--- src/rtl/pacote_memoria.sv ---
// ---------------------------------------------------------------------------
// pacote_memoria
//
// Shared definitions for the data-memory arbiter:
//   estado_t        - arbiter FSM states (OCIOSO, CONCEDE, RESPONDE)
//   tamanho_t       - access-size code carried on the meio inputs
//   MASCARA_*       - halfword-lane write masks driven on mem_mascara
//                     (bit0 = bits 15:0, bit1 = bits 31:16)
//   mascara_de()    - access size -> lane mask
//   estende_meia()  - sign-extends the low halfword of a memory word
// ---------------------------------------------------------------------------
package pacote_memoria;

    typedef enum logic [1:0] {
        OCIOSO   = 2'd0,
        CONCEDE  = 2'd1,
        RESPONDE = 2'd2
    } estado_t;

    typedef enum logic {
        TAM_PALAVRA = 1'b0,
        TAM_MEIA    = 1'b1
    } tamanho_t;

    localparam logic [1:0] MASCARA_PALAVRA = 2'b11;
    localparam logic [1:0] MASCARA_MEIA    = 2'b01;

    // Halfword accesses always live in the low lane, whatever endn[1:0] says.
    function automatic logic [1:0] mascara_de(input tamanho_t tamanho);
        return (tamanho == TAM_MEIA) ? MASCARA_MEIA : MASCARA_PALAVRA;
    endfunction

    function automatic logic [31:0] estende_meia(input logic [31:0] palavra);
        return {{16{palavra[15]}}, palavra[15:0]};
    endfunction

endpackage

--- src/rtl/seletor_prioridade.sv ---
// ---------------------------------------------------------------------------
// seletor_prioridade
//
// Picks which of the two requesters is served next.
//   req0, req1  in  pending requests
//   ultimo      in  port served last (0 or 1)
//   vencedor    out selected port (only meaningful when req0 | req1)
//
// A lone request always wins. On a tie the port that was NOT served last
// wins, so holding ultimo at 1 turns this into fixed priority for port 0.
// ---------------------------------------------------------------------------
module seletor_prioridade (
    input  logic req0,
    input  logic req1,
    input  logic ultimo,
    output logic vencedor
);

    always_comb begin
        vencedor = 1'b0;
        if (req0 && req1) begin
            vencedor = ~ultimo;
        end else if (req1) begin
            vencedor = 1'b1;
        end
    end

endmodule

--- src/rtl/arbitro_memoria_dados.sv ---
// ---------------------------------------------------------------------------
// arbitro_memoria_dados
//
// Two-port arbiter in front of a single-port synchronous data memory
// (PROFUNDIDADE 32-bit words, one-cycle read latency). Each transaction
// takes two cycles: CONCEDE drives the memory and pulses gntn, RESPONDE
// pulses validon with the load result and the out-of-range flag.
//
// Parameters
//   PROFUNDIDADE  memory depth in words (default 64)
//   LARGURA_END   word-index width, clog2(PROFUNDIDADE) (default 6)
//
// Ports
//   clk, rst                 clock (rising edge), async active-low reset
//   reqn, wen, meion         request, 1=store/0=load, 1=halfword/0=word
//   endn, dadon              byte address, store data
//   gntn, validon            grant pulse, completion pulse
//   lidon, erron             load result, out-of-range flag (with validon)
//   mem_en, mem_we           memory enable / write enable
//   mem_end, mem_dado        word index, write data
//   mem_mascara              lane mask (bit0 = 15:0, bit1 = 31:16)
//   mem_lido                 memory read data (one cycle after mem_en)
//
// Configuration
//   ARBITRO_ROUND_ROBIN_EN   defined: ties go to the port not served last.
//                            undefined: port 0 always wins ties.
// ---------------------------------------------------------------------------
module arbitro_memoria_dados
    import pacote_memoria::*;
#(
    parameter int PROFUNDIDADE = 64,
    parameter int LARGURA_END  = 6
) (
    input  logic                   clk,
    input  logic                   rst,

    input  logic                   req0,
    input  logic                   we0,
    input  logic                   meio0,
    input  logic [31:0]            end0,
    input  logic [31:0]            dado0,

    input  logic                   req1,
    input  logic                   we1,
    input  logic                   meio1,
    input  logic [31:0]            end1,
    input  logic [31:0]            dado1,

    output logic                   gnt0,
    output logic                   valido0,
    output logic [31:0]            lido0,
    output logic                   erro0,

    output logic                   gnt1,
    output logic                   valido1,
    output logic [31:0]            lido1,
    output logic                   erro1,

    output logic                   mem_en,
    output logic                   mem_we,
    output logic [LARGURA_END-1:0] mem_end,
    output logic [31:0]            mem_dado,
    output logic [1:0]             mem_mascara,
    input  logic [31:0]            mem_lido
);

    localparam logic [31:0] LIMITE_BYTES = 32'(4 * PROFUNDIDADE);

    estado_t     estado;
    estado_t     proximo;

    logic        sel_q;
    logic        we_q;
    logic        meio_q;
    logic        erro_q;

    logic        ultimo;
    logic        vencedor;
    logic        ha_pedido;

    logic        sel_we;
    logic        sel_meio;
    logic [31:0] sel_end;
    logic [31:0] sel_dado;
    logic        sel_fora;
    logic [31:0] resultado;

    assign ha_pedido = req0 | req1;

    // Requesters hold their fields until gnt, so the CONCEDE cycle can read
    // them straight from the selected port.
    assign sel_we   = sel_q ? we1   : we0;
    assign sel_meio = sel_q ? meio1 : meio0;
    assign sel_end  = sel_q ? end1  : end0;
    assign sel_dado = sel_q ? dado1 : dado0;
    assign sel_fora = (sel_end >= LIMITE_BYTES);

    seletor_prioridade u_seletor (
        .req0     (req0),
        .req1     (req1),
        .ultimo   (ultimo),
        .vencedor (vencedor)
    );

`ifdef ARBITRO_ROUND_ROBIN_EN
    // Reset value "port 1 served last" makes port 0 win the first tie.
    always_ff @(posedge clk or negedge rst) begin
        if (!rst) begin
            ultimo <= 1'b1;
        end else if (estado == CONCEDE) begin
            ultimo <= sel_q;
        end
    end
`else
    // Fixed priority: pretending port 1 was always served last hands every
    // tie to port 0.
    assign ultimo = 1'b1;
`endif

    // The requester is chosen on the edge that enters CONCEDE; the access
    // attributes are captured on the edge that leaves it, because the
    // requester is free to change them once gnt has been seen.
    always_ff @(posedge clk or negedge rst) begin
        if (!rst) begin
            estado <= OCIOSO;
            sel_q  <= 1'b0;
            we_q   <= 1'b0;
            meio_q <= 1'b0;
            erro_q <= 1'b0;
        end else begin
            estado <= proximo;
            if ((estado == OCIOSO || estado == RESPONDE) && ha_pedido) begin
                sel_q <= vencedor;
            end
            if (estado == CONCEDE) begin
                we_q   <= sel_we;
                meio_q <= sel_meio;
                erro_q <= sel_fora;
            end
        end
    end

    always_comb begin
        proximo     = estado;
        gnt0        = 1'b0;
        gnt1        = 1'b0;
        valido0     = 1'b0;
        valido1     = 1'b0;
        lido0       = 32'd0;
        lido1       = 32'd0;
        erro0       = 1'b0;
        erro1       = 1'b0;
        mem_en      = 1'b0;
        mem_we      = 1'b0;
        mem_end     = '0;
        mem_dado    = 32'd0;
        mem_mascara = 2'b00;
        resultado   = 32'd0;

        case (estado)
            OCIOSO: begin
                if (ha_pedido) begin
                    proximo = CONCEDE;
                end
            end

            CONCEDE: begin
                gnt0        = ~sel_q;
                gnt1        = sel_q;
                // An out-of-range address is still granted but never
                // touches the memory.
                mem_en      = ~sel_fora;
                mem_we      = sel_we;
                mem_end     = sel_end[LARGURA_END+1:2];
                mem_dado    = sel_dado;
                mem_mascara = mascara_de(tamanho_t'(sel_meio));
                proximo     = RESPONDE;
            end

            RESPONDE: begin
                if (!erro_q && !we_q) begin
                    if (tamanho_t'(meio_q) == TAM_MEIA) begin
                        resultado = estende_meia(mem_lido);
                    end else begin
                        resultado = mem_lido;
                    end
                end
                if (sel_q) begin
                    valido1 = 1'b1;
                    lido1   = resultado;
                    erro1   = erro_q;
                end else begin
                    valido0 = 1'b1;
                    lido0   = resultado;
                    erro0   = erro_q;
                end
                // Back-to-back: a pending request skips OCIOSO entirely.
                proximo = ha_pedido ? CONCEDE : OCIOSO;
            end

            default: begin
                proximo = OCIOSO;
            end
        endcase
    end

endmodule
--- config.mk ---
export PLATFORM = sky130hd
export DESIGN_NAME = arbitro_memoria_dados
export DESIGN_NICKNAME = d
export VERILOG_FILES = /design/src/rtl/pacote_memoria.sv /design/src/rtl/seletor_prioridade.sv /design/src/rtl/arbitro_memoria_dados.sv
export SDC_FILE = /design/constraint.sdc
export NUM_CORES = 1
export LEC_CHECK = 0
export BUFFER_PORTS_ARGS = -buffer_cell sky130_fd_sc_hd__buf_2
export CORE_AREA = 2 2 108 110
export CTS_BUF_LIST = sky130_fd_sc_hd__clkbuf_16
export CTS_CLUSTER_SIZE = 12
export DETAILED_ROUTE_END_ITERATION = 8
export DIE_AREA = 0 0 110 112
export PLACE_DENSITY_LB_ADDON = 0.08
export SLEW_MARGIN = 20
export SYNTH_ARGS = -nofsm -noshare
export SYNTH_HDL_FRONTEND = slang
export SYNTH_SLANG_ARGS = --single-unit
--- constraint.sdc ---
create_clock -name clk -period 3 [get_ports clk]
set_input_delay 0.6 -clock clk [delete_from_list [all_inputs] [get_ports clk]]
set_output_delay 0.6 -clock clk [all_outputs]
set_load 0.005 [all_outputs]
==> qor.csv <==
metric,value,unit
postLayoutCoreUtil,0.282,
via_count_of_the_first_global_routing_pass,2397,
area_of_the_die,12300,sq um
wirelength,8080,um
clock_insertion_delay_worst_skew,0.23,ns
timing_worst_slew_pin_value,0.703,ns
mappedNetlistNets,414,
dr.first_iter.drc_count,43,
power_per_cell_area,262,nW/um^2
clk_root_buffer_cell,sky130_fd_sc_hd__clkbuf_16,
finClkSkew,0.00293,ns
cts.sink_count,6,
worstPathArrival,1.94,ns
globalRoute.totalOverflow,0,
vias_per_std_cell,4.09,
setup_violations,0,
setup_cp_type,register to output pin,
gpl.final_weighted_congestion,0.773,
slew_violations,0,
yosys.area.top_type,sky130_fd_sc_hd__mux2i_1,
busiest_layer,met2,
global_route.usage.met2,0.233,
timing.setup.tns,0,ns
timing.critical_path.cells,"nand3b_2, buf_4, inv_1, and3_1, buf_2",
layout-area-overhead-vs-synth,99.5,%
antenna_cells_inserted,0,
critical_path_required,2.40,ns
route.vias.total,2667,
power.net_switching,303,uW
final.period_utilization,0.846,
rows,39,
drtPass1Iterations,4,
yosys_register_bits,6,
nets,678,
clockBufferDepth,2,
grt_pass1_wl,11300,um
synth.cell_area,1580,sq um
max_freq,394,MHz
avgRoutedWirePerCell,12.4,um
power.leakage,2.06,nW
die_width,110,um
run_status,completed,
pre_cts_ws,0.595,ns
power.ir.vdd_worst,0.000145,V
finalCriticalPeriod,2.54,ns
initial_utilization,0.141,
critical_path.max_fanout,20,
sequential_group_share_of_total_power,0.154,
drc_errors,0,
cts.repair_timing.setup_buffer_count,0,
antenna_found_initial,0,
post-synth-top-area-fraction,0.247,
ys.warnings.count,0,
rsz0062_at_grt,no,
tritoncts,done,
clock_power_share,0.264,
numPortBuffers,275,
postSynthCellCount,246,
post-route-cell-area,3150,sq um
internal-power,522,uW
syn-mean-instance-area,6.42,sq um
yosys-top-cells-area,"sky130_fd_sc_hd__mux2i_1, sky130_fd_sc_hd__nor2_1, sky130_fd_sc_hd__and3_1",
fp.coreArea,11200,sq um
die_y,112,um
clk_transition_reported_paths,0.04,ns
synthFlopType,sky130_fd_sc_hd__dfrtp_1,
placedInstanceArea,3070,sq um
setup_slack,0.462,ns
synth_edf_count,0,
slew_limit_headroom,0.531,
maxCapViolCount,0,
power_switching_share,0.367,
detail-route-antenna-nets,0,
hold_path.class,input pin to async pin,
largest_net_degree_at_the_start_of_global_routing,49,
global_route.usage.met3,0.0217,
groute.layer.met1.usage,0.115,
end_kind,output pin,
final_layout_size_suffix_gt1_frac,0.572,
startpoint_class_of_the_critical_path,register,
synth_cell_types,29,
num_io_pins,280,
critical-path-max-stage-delay,0.58,ns
ctsHoldBuffers,0,
post_cts_resize_count,0,
cpMaxStageDelayCell,sky130_fd_sc_hd__dfrtp_2,
seq_area_frac_synth,0.0951,
logic_gate_share_of_total_power,0.582,
post-layout-total-power,825,uW
finalHoldViolCount,0,
synth-async-reset-ratio,1.00,
cts_made_buffers,3,
number_of_h_tree_levels,1,
grt_usage,0.116,
estimated_wirelength_of_the_detail_placed_design,6880,um
[power by group through the flow]
| stage | Sequential, mW | Clock, mW | Combinational, mW |
|---|---|---|---|
| 6_report | 0.127 | 0.218 | 0.480 |
| 5_1_grt | 0.132 | 0.228 | 0.539 |
| 4_1_cts | 0.128 | 0.223 | 0.492 |
| 3_5_place_dp | 0.129 | 0 | 0.490 |
| 3_3_place_gp | 0.129 | 0 | 0.492 |
| 2_1_floorplan | 0.110 | 0 | 0.287 |
[state kept, by name, indices dropped and copies added, names as in the netlist]
name and count:
erro_q 1, estado 2, meio_q 1, we_q 1, sel_q 1
[cell type report]
type,instances,area [sq um]
fill,1242,8020
timing repair buffer,281,1420
multi-input combinational,212,1300
tap,143,179
sequential,6,151
clock buffer,3,75.1
inverter,6,22.5
clock inverter,1,3.75
[cell usage in the layout (no fill, tap or decap), types with 2 or more instances in the layout]
master,count
sky130_fd_sc_hd__clkbuf_16,3
sky130_fd_sc_hd__inv_1,7
sky130_fd_sc_hd__buf_2,275
sky130_fd_sc_hd__nor2_1,79
sky130_fd_sc_hd__nor3_1,2
sky130_fd_sc_hd__o21ai_0,16
sky130_fd_sc_hd__dfrtp_1,5
sky130_fd_sc_hd__nand4_1,4
sky130_fd_sc_hd__and2b_1,13
sky130_fd_sc_hd__nor4_1,8
sky130_fd_sc_hd__buf_4,6
sky130_fd_sc_hd__nor2b_1,4
sky130_fd_sc_hd__a21oi_1,3
sky130_fd_sc_hd__mux2i_1,39
sky130_fd_sc_hd__and3_1,32
[cell families (layout without fill, tap and decap cells)]
| family | count (synthesis) | count (layout) | synth area share |
|---|---|---|---|
| multiplexers | 39 | 39 | 0.247 |
| AO/OA/AOI/OAI | 22 | 22 | 0.0777 |
| flip-flops | 6 | 6 | 0.0951 |
| AND/OR/NAND/NOR | 151 | 151 | 0.494 |
| buffers and inverters | 28 | 291 | 0.0864 |
[cells in the mapped netlist, types with 2 or more instances]
cell type / n
sky130_fd_sc_hd__nor4_1: 8
sky130_fd_sc_hd__a21oi_1: 3
sky130_fd_sc_hd__nor3_1: 2
sky130_fd_sc_hd__buf_2: 9
sky130_fd_sc_hd__clkbuf_1: 7
sky130_fd_sc_hd__and3_1: 32
sky130_fd_sc_hd__nor2b_1: 4
sky130_fd_sc_hd__inv_1: 6
sky130_fd_sc_hd__nor2_1: 80
sky130_fd_sc_hd__o21ai_0: 16
sky130_fd_sc_hd__and2b_1: 13
sky130_fd_sc_hd__nand4_1: 4
sky130_fd_sc_hd__buf_4: 3
sky130_fd_sc_hd__dfrtp_1: 6
sky130_fd_sc_hd__mux2i_1: 39
[critical path, delay by kind of cell, from the launching register on]
kind | cells | cell delay (ns)
simple gates | 2 | 0.49
flops | 1 | 0.58
buf+inv | 3 | 0.62
[per-stage QoR]
| step | hold slack, ns | instances |
|---|---|---|
| after floorplan | 0.304 | 246 |
| after global routing | 0.202 | 652 |
| after detailed placement | 0.435 | 648 |
| final | 0.191 | 652 |
| after global placement | 0.436 | 648 |
| after CTS | 0.197 | 652 |
[metal layers]
layer	share of wire	wire, um
met1	0.36	2920
met2	0.52	4240
met3	0.099	802
met4	0.015	120
met5	0	0
[final timing paths]
check	startpoint	endpoint	slack [ns]	cells after the start
min reg2reg	we_q	we_q	0.49	1
min	rst	estado[0]	0.19	1
min in group clk	we_q	we_q	0.49	1
max	sel_q	lido0[9]	0.46	5
max in group asynchronous	rst	sel_q	2.65	1
max reg2reg	sel_q	erro_q	1.45	4
No activity file was read; power rests on OpenSTA's default activity.
